==> config.mk <==
export PLATFORM = sky130hd
export DESIGN_NAME = branch_predictor_unit
export DESIGN_NICKNAME = d
export VERILOG_FILES = /design/src/rtl/branch_predictor_unit.sv
export SDC_FILE = /design/constraint.sdc
export NUM_CORES = 1
export LEC_CHECK = 0
export ABC_CLOCK_PERIOD_IN_PS = 7400
export BUFFER_PORTS_ARGS = -buffer_cell sky130_fd_sc_hd__buf_2
export CAP_MARGIN = 20
export CORE_ASPECT_RATIO = 0.8
export CORE_UTILIZATION = 30
export DETAILED_ROUTE_END_ITERATION = 16
export GPL_ROUTABILITY_DRIVEN = 0
export PLACE_DENSITY = 0.55
export REMOVE_ABC_BUFFERS = 1
export SLEW_MARGIN = 20
export SYNTH_ARGS = -nofsm -noshare
export SYNTH_HDL_FRONTEND = slang
export SYNTH_SLANG_ARGS = --single-unit
==> constraint.sdc <==
create_clock -name clk -period 7.4 [get_ports clk]
set_clock_uncertainty 0.15 [all_clocks]
set_input_delay 1.11 -clock clk [delete_from_list [all_inputs] [get_ports clk]]
set_output_delay 1.11 -clock clk [all_outputs]
set_load 0.01 [all_outputs]
==> src/rtl/branch_predictor_unit.sv <==
// Bimodal predictor + direct-mapped BTB; BP_PERF_CNT_EN adds branch/mispredict counters.
// Latency: prediction 1 cycle after pred_req; mispredict/redirect 1 cycle after upd_valid.
// Backpressure: none; every input is sampled every cycle and lookups read pre-update state.
module branch_predictor_unit #(
    parameter int WIDTH = 32,
    parameter int IDX_W = 4,
    parameter int TAG_W = WIDTH - IDX_W - 2
) (
    input  logic             clk,
    input  logic             rst_n,
    input  logic             pred_req,
    input  logic [WIDTH-1:0] pred_pc,
    output logic             pred_valid,
    output logic             pred_taken,
    output logic [WIDTH-1:0] pred_target,
    input  logic             upd_valid,
    input  logic [WIDTH-1:0] upd_pc,
    input  logic             upd_taken,
    input  logic [WIDTH-1:0] upd_target,
    input  logic             upd_pred_taken,
    input  logic [WIDTH-1:0] upd_pred_target,
    output logic             mispredict,
    output logic [WIDTH-1:0] redirect_pc,
    output logic [31:0]      branch_cnt,
    output logic [31:0]      mispred_cnt
);
    localparam int ENTRIES = 2**IDX_W;

    logic [ENTRIES-1:0] btb_vld;
    logic [1:0]         ctr     [ENTRIES];
    logic [TAG_W-1:0]   btb_tag [ENTRIES];
    logic [WIDTH-1:0]   btb_tgt [ENTRIES];

    logic [IDX_W-1:0] pred_idx, upd_idx;
    logic [TAG_W-1:0] pred_tag, upd_tag;
    logic             pred_hit, upd_hit, pred_dir, mispred_cond;
    logic [WIDTH-1:0] pred_nxt, redirect_nxt;
    logic             unused_pc_lsb;

    assign pred_idx = pred_pc[IDX_W+1:2];
    assign pred_tag = pred_pc[WIDTH-1:IDX_W+2];
    assign upd_idx  = upd_pc[IDX_W+1:2];
    assign upd_tag  = upd_pc[WIDTH-1:IDX_W+2];
    assign unused_pc_lsb = ^{pred_pc[1:0], upd_pc[1:0]};

    assign pred_hit = btb_vld[pred_idx] && (btb_tag[pred_idx] == pred_tag);
    assign upd_hit  = btb_vld[upd_idx] && (btb_tag[upd_idx] == upd_tag);
    assign pred_dir = pred_hit && ctr[pred_idx][1];
    assign pred_nxt = pred_dir ? btb_tgt[pred_idx] : pred_pc + WIDTH'(4);

    assign mispred_cond = (upd_taken != upd_pred_taken) ||
                          (upd_taken && (upd_target != upd_pred_target));
    assign redirect_nxt = upd_taken ? upd_target : upd_pc + WIDTH'(4);

    // Direction state: valid bits and saturating counters need reset.
    always_ff @(posedge clk or negedge rst_n) begin
        if (!rst_n) begin
            btb_vld <= '0;
            for (int i = 0; i < ENTRIES; i++) ctr[i] <= 2'b01;
        end else if (upd_valid) begin
            if (upd_hit) begin
                if (upd_taken && ctr[upd_idx] != 2'b11)
                    ctr[upd_idx] <= ctr[upd_idx] + 2'd1;
                else if (!upd_taken && ctr[upd_idx] != 2'b00)
                    ctr[upd_idx] <= ctr[upd_idx] - 2'd1;
            end else if (upd_taken) begin
                btb_vld[upd_idx] <= 1'b1;
                ctr[upd_idx]     <= 2'b10;
            end
        end
    end

    // Tag rewrite on a taken hit is harmless: it already matches.
    always_ff @(posedge clk) begin
        if (upd_valid && upd_taken) begin
            btb_tag[upd_idx] <= upd_tag;
            btb_tgt[upd_idx] <= upd_target;
        end
    end

    always_ff @(posedge clk or negedge rst_n) begin
        if (!rst_n) begin
            pred_valid  <= 1'b0;
            pred_taken  <= 1'b0;
            pred_target <= '0;
            mispredict  <= 1'b0;
            redirect_pc <= '0;
        end else begin
            pred_valid <= pred_req;
            if (pred_req) begin
                pred_taken  <= pred_dir;
                pred_target <= pred_nxt;
            end
            mispredict <= upd_valid && mispred_cond;
            if (upd_valid) redirect_pc <= redirect_nxt;
        end
    end

`ifdef BP_PERF_CNT_EN
    always_ff @(posedge clk or negedge rst_n) begin
        if (!rst_n) begin
            branch_cnt  <= '0;
            mispred_cnt <= '0;
        end else if (upd_valid) begin
            branch_cnt <= branch_cnt + 32'd1;
            if (mispred_cond) mispred_cnt <= mispred_cnt + 32'd1;
        end
    end
`else
    assign branch_cnt  = '0;
    assign mispred_cnt = '0;
`endif

endmodule

# ---- After elaboration in Yosys (flattened, before gate mapping)
# Memories as Yosys holds them, arrays and structs flattened.
# Index checks and enable logic that the tools add are counted.
dict set report classes {
  n_mux 24
  n_div 0
  reduce_logical 16
  n_eq_ne 6
  shifts 0
  n_bitwise 7
  mul 0
  add_sub_neg 4
  order_cmp 6
}
# cell n
set op_table {}
lappend op_table {{32-bit 2-to-1 mux} 6}
lappend op_table {{32-bit by 3-bit adder with 32-bit output (second input constant)} 2}
lappend op_table {{32-bit bitwise mux} 2}
lappend op_table {{26-bit equality test} 2}
lappend op_table {{32-bit != test} 1}
lappend op_table {{16-bit bitwise OR} 2}
lappend op_table {{16-bit AND} 1}
lappend op_table {{2-bit binary-select mux with 4-bit select} 2}
lappend op_table {{16-bit inverter} 1}
lappend op_table {{5-bit greater-or-equal comparator (second input constant)} 2}
lappend op_table {{1-bit logical AND} 10}
lappend op_table {{4-bit by 5-bit < comparator with 1-bit output (second input constant)} 2}
lappend op_table {{2-bit 2-to-1 mux} 5}
lappend op_table {{4-bit inverter with 5-bit output} 2}
lappend op_table {{1-bit binary-select mux with 4-bit select} 2}
lappend op_table {{2-bit demux with 4-bit select} 1}
lappend op_table {{3-bit AND reduction} 2}
lappend op_table {{5-bit by 1-bit < comparator with 1-bit output (second input constant)} 1}
lappend op_table {{1-bit 2-to-1 mux} 5}
lappend op_table {{1-bit demux with 4-bit select} 1}
lappend op_table {{4-bit by 1-bit greater-or-equal comparator with 1-bit output (second input constant)} 1}
lappend op_table {{2-bit nonzero test} 2}
lappend op_table {{3-bit by 1-bit != test with 1-bit output (second input constant)} 1}
lappend op_table {{2-bit by 1-bit adder with 2-bit output (second input constant)} 1}
lappend op_table {{6 further kinds} 6}
dict set report word_totals {
  register_bits 115
  in_bits 134
  latchBits 0
  rom_bits 0
  word_cells 87
  memories 2
  ramBits 928
  output_inout_bits 131
}
# memory words width rd rd_clocked_by_memory_dff wr line_no
set mem_list {}
lappend mem_list {btb_tgt 16 32 1 0 1 32} ;# logic [WIDTH-1:0] btb_tgt [ENTRIES];
lappend mem_list {btb_tag 16 26 2 0 1 31} ;# logic [TAG_W-1:0] btb_tag [ENTRIES];

# ---- Longest topological paths before layout
# Gate-level depths: netlist of run 1.
dict set report depth {
  depth_word 9
  ltp_mapped 16
  mapped_depth_nobuf 9
}

# ---- Least setup slack after synthesis of run 1
# OpenSTA, ideal clock, no wires.
dict set report synth_timing {
  path_kind {input to register}
  from {input port upd_pc[5]}
  to {memory btb_tag[11][0] (netlist name), enable pin}
  t_required_ns 6.776
  path_slack_ns 1.764
  setup_time_ns 0.474
  arrival_time_ns 5.012
  stages 6
  n_path_buf 4
  cell_sequence {clkbuf_1 clkbuf_1 clkbuf_1 buf_1 nand2_1 nor2_1}
}
# item line_no
set synth_lines {}
lappend synth_lines {{start, declared} 17} ;# input logic [WIDTH-1:0] upd_pc,
lappend synth_lines {{end, declared} 31}
# Straight into the memory's write port.

# ---- Final worst setup path of run 1
dict set report layout_timing {
  from {input port pred_pc[2]}
  to {register pred_target[17]}
}
dict set report layout_between {
  elab_chain_len 6
  elab_cells_between_ends 13
  classes_between {add/sub (1); eq/ne (1); mux (6); bitwise (1); reduce/logical (2); memory (2)}
}
# item line_no
set layout_rtl {}
lappend layout_rtl {{start, declared} 12} ;# input logic [WIDTH-1:0] pred_pc,
lappend layout_rtl {{branches (longest 5 deep; another with memory read 16 x 26 bit)} n/a}
lappend layout_rtl {{32-bit 2-to-1 mux (*)} 49} ;# assign pred_nxt = pred_dir ? btb_tgt[pred_idx] : pred_pc + WIDTH'(4);
lappend layout_rtl {{end signal, assigned} 92} ;# pred_target <= pred_nxt;
lappend layout_rtl {{end, declared} 15} ;# output logic [WIDTH-1:0] pred_target,
# Every way passes the cells marked *. The select of a mux whose other input is x is not followed.
# A chain may end at the register's enable or synchronous reset.

==> metrics.md, run 1 <==
| Metric | Value |
|---|---|
| Crit-path slowest cell | or4_2 |
| Syn avg cell area | 18.8 sq um |
| Max H-tree Level | 3 |
| NetSw | 3.15 mW |
| Least-Margin Pin Slew | 1.16 ns |
| Int Pwr | a little over 10 mW |
| First-pass GRT wire length | 206,000 um |
| Period utilization | 77.5% |
| Post-route ant nets | 0 |
| TritonCTS Sinks | 1,043 |
| Cell Area, Synth | 46,600 sq um |
| Gate Count Post-Synth | between 2,000 and 2,500 |
| YS warnings | 0 |
| Final std cells w/o fill | ~4,800 |
| P_leak | 17.8 nW |
| Flop pwr share | 50.0% |
| Vias in the first global route | 25,400 |
| Highest Clock Rate | 0.174 GHz |
| Final setup violation count | 0 |
| Area share of the largest cell type after synthesis | 59.8% |
| Core area | 153,000 sq um |
| # IOs | around 270 |
| GRT Residual Overflow | 0 |
| Via count | 26,100 |
| Post-DP HPWL | 93,800 um |
| DRC viols | 0 |
| Hold crit path type | reg2reg |
| Initial core utilization | between 30% and 40% |
| RSZ-0062 raised after global routing | false |
| Status | finished clean |
| Clock latency on the worst-skew pair | 0.73 ns |
| Max rail drop VDD | 178 uV |
| IO Port Bufs | 200 |
| CTS Hold Bufs | 0 |
| Clock Path Buffers | 3 |
| Antenna violations before repair | 21 |
| Final number of max-transition violations | 0 |
| Initial DRC Count | 3,144 |
| FFs w/ async S/R, synth | 11.0% |
| Setup_tns | 0 ns |
| Post-Route WL | between 100,000 and 150,000 um |
| Die area | around 160,000 sq um |
| Pre-CTS setup slack | approximately 1.1 ns |
| Worst setup margin | 1.67 ns |
| Critical Path AT | 6.20 ns |
| # nets final | between 2,000 and 3,000 |
| Clock power frac | 41.0% |
| Crit-path cells | buf_8, mux4_2, mux4_2, xnor2_1, nand4_1, nor4_1, o21ai_1, or4_2, mux2_1, mux2_2 |
| P&R area growth vs syn | 15.1% |
| Min Tclk post-route | 5.73 ns |
| Via density | 5.42 |
| Placed insts | 4,623 |
| Crit-path max cell delay | 1.20 ns |
| Flops & latches, synth | 1,043 |
| Wire per inst | 30.7 um |
| Final core utilization | about a third |
| Share of cells above drive strength 1 | 33.9% |
| Largest net degree at the start of global routing | 84 |
| Critical Path End Type | register |
| Power share of the combinational group | 9.0% |
| Yosys cell types | 66 |
| GRT Overall Usage | 18.6% |
| CTS Buf Count | 103 |
| Dominant cells by area after synthesis | edfxtp_1 (60%), mux4_2 (18%), dfrtp_1 (5.3%) |
| Worst endpoint required time | around 8 ns |
| Rows | ~130 |
| Cell Pwr Density | 248 nW/um^2 |
| Switching Fraction | 23.7% |
| Fin. Hold Viols | 0 |
| PostCTS Resize Cnt | 0 |
| Setup crit start kind | primary input |
| Post CTS Setup Buffer Count | 0 |
| Die Width | 443 um |
| EDFF count, synth | roughly 930 |
| DRT Pass-1 Iters | 7 |
| CTS Root Buffer Type | clkbuf_16 |
| Max cap viols | 0 |
| Clk pin slew, worst setup/hold paths | 0.06 ns |
| CTS tree | built |
| Yosys top cell by area | edfxtp_1 |
| Most frequent CP cell | mux4_2 |
| Max_slew headroom | 22.2% |
| Die Ht | 355 um |
| Total power | 13.3 mW |
| Crit Path Class | in2reg |
| Register area share after synthesis | 66.0% |
| Predominant post-synthesis flop cell | edfxtp_1 |
| CP Max Fanout | 40 |
==> synthesized netlist by cell type, types with 4 or more instances <==
library cell	instances
mux2_2	76
dfrtp_1	99
xnor2_1	56
xor2_1	80
inv_1	11
a21oi_1	39
nor2b_1	8
nor2_1	66
nand3_1	38
buf_2	35
buf_6	6
o311ai_0	4
nand4_1	16
o211ai_1	4
and3_1	22
and4_1	6
ha_1	7
nor4_1	12
o21ai_0	47
a31o_2	15
a22oi_1	22
edfxtp_1	928
and2_1	4
o22ai_1	20
a221oi_1	4
clkbuf_1	79
mux4_2	379
mux2i_1	124
buf_4	67
nor3_1	7
dfstp_2	16
buf_1	31
mux2_1	5
nand2_1	97
nand2b_1	5
==> registers in the layout (all words and copies together) (netlist names) <==
| register | flops |
|---|---|
| btb_tgt | 512 |
| pred_taken | 1 |
| ctr | 32 |
| btb_vld | 16 |
| redirect_pc | 32 |
| mispredict | 1 |
| btb_tag | 416 |
| pred_target | 32 |
| pred_valid | 1 |
==> kinds of logic (layout without fill, tap and decap cells) <==
| group | count (synthesis) | count (layout) | share of synthesized area, % |
|---|---|---|---|
| AO/OA/AOI/OAI | 185 | 185 | 2.58 |
| XOR/XNOR | 136 | 136 | 2.56 |
| adder cells (fa/ha/maj) | 7 | 7 | 0.188 |
| buffers and inverters | 231 | 482 | 2.59 |
| flip-flops | 1043 | 1043 | 66.0 |
| multiplexers | 587 | 587 | 23.0 |
| other | 1 | 69 | 0.00805 |
| AND/OR/NAND/NOR | 295 | 295 | 3.03 |
==> area by class of cell <==
cell class,count,area [sq um]
flip-flops and latches,1043,30800
repair buffers,278,1830
well taps,2015,2520
diodes,5,12.5
fillers,14300,99600
clock buffers,140,2920
clock inverters,51,568
multi-input cells,1274,15000
inverters,13,51.3
==> worst max-delay path, delay by kind of cell <==
kind | cells | cell delay (ns)
AND/OR/NAND/NOR | 3 | 2.25
multiplexers | 4 | 1.84
buffers and inverters | 1 | 0.32
AO/OA/AOI/OAI | 1 | 0.14
XOR/XNOR | 1 | 0.30
==> metrics by stage <==
stage / area (sq um) / hold slack (ns)
floorplan: 45700 / 0.294
global route: 53600 / 0.352
CTS: 53600 / 0.316
global placement: 50100 / 0.323
finish: 53600 / 0.334
detailed placement: 50200 / 0.317
==> metal layers <==
layer / global-route usage (%) / wire length [um] / vias up
met3: 3.82 / 12000 / 194
li1: - / - / 10500
met1: 27.0 / 64800 / 14100
met2: 28.2 / 66900 / 1275
met4: 5.22 / 4100 / 10
met5: 0 / 70 / -
==> cells in the final DEF (no fill, tap or decap), types with 19 or more instances in the layout <==
| master | synthesis | final |
|---|---|---|
| nand2_1 | 97 | 97 |
| xor2_1 | 80 | 80 |
| edfxtp_1 | 928 | 928 |
| nand3_1 | 38 | 38 |
| buf_2 | 35 | 192 |
| clkbuf_16 | 0 | 107 |
| dfrtp_1 | 99 | 99 |
| o22ai_1 | 20 | 20 |
| o21ai_0 | 47 | 47 |
| xnor2_1 | 56 | 56 |
| mux4_2 | 379 | 379 |
| mux2_2 | 76 | 76 |
| and3_1 | 22 | 19 |
| buf_4 | 67 | 66 |
| clkbuf_1 | 79 | 21 |
| nor2_1 | 66 | 53 |
| mux2i_1 | 124 | 124 |
| conb_1 | 1 | 64 |
| a22oi_1 | 22 | 22 |
| a21oi_1 | 39 | 39 |
==> worst paths after layout <==
kind | from | endpoint | slack, ns | depth (start not counted)
worst max-delay path | pred_pc[2] | pred_target[17] | 1.67 | 10
worst min-delay path | btb_vld[15] | btb_vld[15] | 0.33 | 1
worst max register to register | btb_tag[15][15] | pred_target[17] | 2.26 | 9
worst min register to register | btb_vld[15] | btb_vld[15] | 0.33 | 1
max in group asynchronous | rst_n | redirect_pc[17] | 5.38 | 2
min in group asynchronous | rst_n | pred_target[12] | 0.34 | 1
==> power by group through the flow <==
stage / sequential (mW) / clock [mW] / combinational [mW]
after detailed placement: 6.76 / 0 / 1.20
after CTS: 6.64 / 5.54 / 1.20
after floorplan: 6.75 / 0 / 0.560
final: 6.64 / 5.45 / 1.20
after global placement: 6.76 / 0 / 1.20
after global routing: 6.65 / 5.73 / 1.27
(Power assumes the default switching activity.)
==> inputs of run 2 (changes only) <==
ABC_CLOCK_PERIOD_IN_PS = 5500   (was 7400)
clock period = 5.5 ns   (was 7.4 ns; I/O delays follow)
==> run 2 against run 1 <==
  * Sequential share of layout area decreased by 0.23 points
  * Final cell count grew 1.1%
  * Wire length grew 1.7%
  * Via count grew 0.64%
  * Global-route usage grew 0.39 points
  * Clock power rose by 26%
  * Non-clock buffer count is 60 higher
  * Critical path type is now reg2reg
  * Largest power group unchanged
==> metrics.md, run 2 (same netlist as run 1, synthesis figures left out) <==
| Metric | Value |
|---|---|
| Setup crit start kind | register (was primary input) |
| Most flop-heavy register | btb_tgt (unchanged) |
| Hold crit path type | in2async (was reg2reg) |
| Final core utilization | 35.1% (was 35.0%) |
| Max_slew headroom | 32.3% (was 22.2%) |
| Via density | 5.39 (was 5.42) |
| Max H-tree Level | 3 (unchanged) |
| Post-DP HPWL | 95,200 um (was 93,800 um) |
| TritonCTS Sinks | 1,043 (unchanged) |
| GRT Residual Overflow | 0 (unchanged) |
| Min Tclk post-route | 4.88 ns |
| Via count | 26,300 (was 26,100) |
| Cell Pwr Density | 324 nW/um^2 (was 248 nW/um^2) |
| Die area | 157,000 sq um (unchanged) |
| GRT Overall Usage | 19.0% (was 18.6%) |
| Share of cells above drive strength 1 | 34.8% (was 33.9%) |
| DRC viols | 0 (unchanged) |
| Most common cell after layout, fill and taps aside | edfxtp_1 (unchanged) |
| Clock latency on the worst-skew pair | 0.72 ns (was 0.73 ns) |
| Fin. Hold Viols | 0 (unchanged) |
| RSZ-0062 raised after global routing | false (unchanged) |
| CTS Hold Bufs | 0 (unchanged) |
| DRT Pass-1 Iters | 7 (unchanged) |
| Post-route ant nets | 0 (unchanged) |
| Die Ht | 355 um (unchanged) |
| Multi-input gate area | 15,000 sq um (about the same) |
| Post CTS Setup Buffer Count | 0 (unchanged) |
| Min Hold Slack | 0.0160 ns (was 0.334 ns) |
| CTS Buf Count | 99 (was 103) |
| Crit Path Class | reg2reg (was in2reg) |
| Final setup violation count | 0 (unchanged) |
| Largest net degree at the start of global routing | 82 (was 84) |
| Clk pin slew, worst setup/hold paths | 0.07 ns (was 0.06 ns) |
| Critical Path End Type | register (unchanged) |
| P&R area growth vs syn | 15.6% (was 15.1%) |
| CP Max Fanout | 14 (was 40) |
| Wire per inst | 30.8 um (was 30.7 um) |
| First-pass GRT wire length | 210,000 um (was 206,000 um) |
| CTS Root Buffer Type | clkbuf_16 (unchanged) |
| Rows | 128 (unchanged) |
| Core area | 153,000 sq um (unchanged) |
| Worst endpoint required time | 5.95 ns (was 7.87 ns) |
| CTS tree | built (unchanged) |
| Most frequent cells in the layout | edfxtp_1 (928), mux4_2 (379), buf_2 (192) (unchanged) |
| # IOs | 265 (unchanged) |
| Largest registers | btb_tgt (512), btb_tag (416) (unchanged) |
| Critical Path AT | 5.34 ns (was 6.20 ns) |
| P_leak | 18.0 nW (was 17.8 nW) |
| Vias in the first global route | 25,900 (was 25,400) |
| Register area | 30,800 sq um (unchanged) |
| Least-Margin Pin Slew | 1.02 ns (was 1.16 ns) |
| Status | finished clean (unchanged) |
| Highest Clock Rate | 0.205 GHz |
| Antenna violations before repair | 25 (was 21) |
| Period utilization | 88.8% |
| # nets final | 2,910 (was 2,854) |
| Initial DRC Count | 3,256 (was 3,144) |
| Initial core utilization | 30.4% (unchanged) |
| Max reg flops | 512 (unchanged) |
| Max rail drop VDD | 220 uV (was 178 uV) |
| Clock Path Buffers | 3 (unchanged) |
| PostCTS Resize Cnt | 0 (unchanged) |
| Max cap viols | 0 (unchanged) |
| Post-Route WL | 150,000 um (was 148,000 um) |
| Final number of max-transition violations | 0 (unchanged) |
| Layout fillers | 14,200 (was 14,300) |
| IO Port Bufs | 200 (unchanged) |
| Die Width | 443 um (unchanged) |
run 2: area by class of cell:
| cell class | count | share of cell area (%) |
|---|---|---|
| well taps | 2015 | 4.68 |
| repair buffers | 338 | 4.36 |
| inverters | 13 | 0.0952 |
| multi-input cells | 1274 | 27.8 |
| flip-flops and latches | 1043 | 57.1 |
| clock inverters | 45 | 0.783 |
| diodes | 6 | 0.0279 |
| clock buffers | 140 | 5.13 |
run 2: layer usage:
metal / vias up / GRT usage [%] / share of wire [%]
li1: 10700 / - / -
met1: 14100 / 27.4 / 43
met2: 1300 / 29.0 / 46
met3: 228 / 3.78 / 8.2
met4: 10 / 5.40 / 2.8
met5: - / 0 / 0.043
run 2: worst paths after layout:
path | depth (start not counted) | start | end | slack [ns]
min in group clk | 3 | upd_pred_taken | mispredict | 0.26
setup reg to reg | 11 | btb_tag[3][15] | pred_target[6] | 0.62
hold reg to reg | 1 | btb_vld[15] | btb_vld[15] | 0.34
setup / recovery | 11 | btb_tag[3][15] | pred_target[6] | 0.62
hold / removal | 1 | rst_n | ctr[29] | 0.02
max in group asynchronous | 2 | rst_n | redirect_pc[25] | 3.84
run 2: power breakdown:
part / switching (mW) / internal [mW]
clock: 3.06 / 3.80
combinational: 0.979 / 0.685
sequential: 0.112 / 8.82
total: 4.15 / 13.3
run 2: worst max-delay path: stages (launching register included):
cell and delay (ns):
edfxtp_1 0.39, mux4_2 0.49, mux4_2 0.56, xnor2_1 0.42, nand4_1 0.14, nor4_1 0.77, buf_4 0.24, o21ai_1 0.06
or4_2 0.72, buf_12 0.21, mux2_1 0.32, mux2_2 0.26
run 2: per-stage QoR:
step | instance area, sq um | setup WS [ns] | instances | power (mW) | TNS (ns)
finish | 53900 | 0.618 | 4874 | 17.4 | 0
global placement | 50700 | -0.0863 | 4683 | 10.8 | -0.803
detailed placement | 50700 | 0.00130 | 4683 | 10.8 | 0
global route | 53900 | 0.581 | 4870 | 18.0 | 0
floorplan | 45700 | 0.380 | 2330 | 9.84 | 0
CTS | 53900 | 0.736 | 4868 | 17.6 | 0
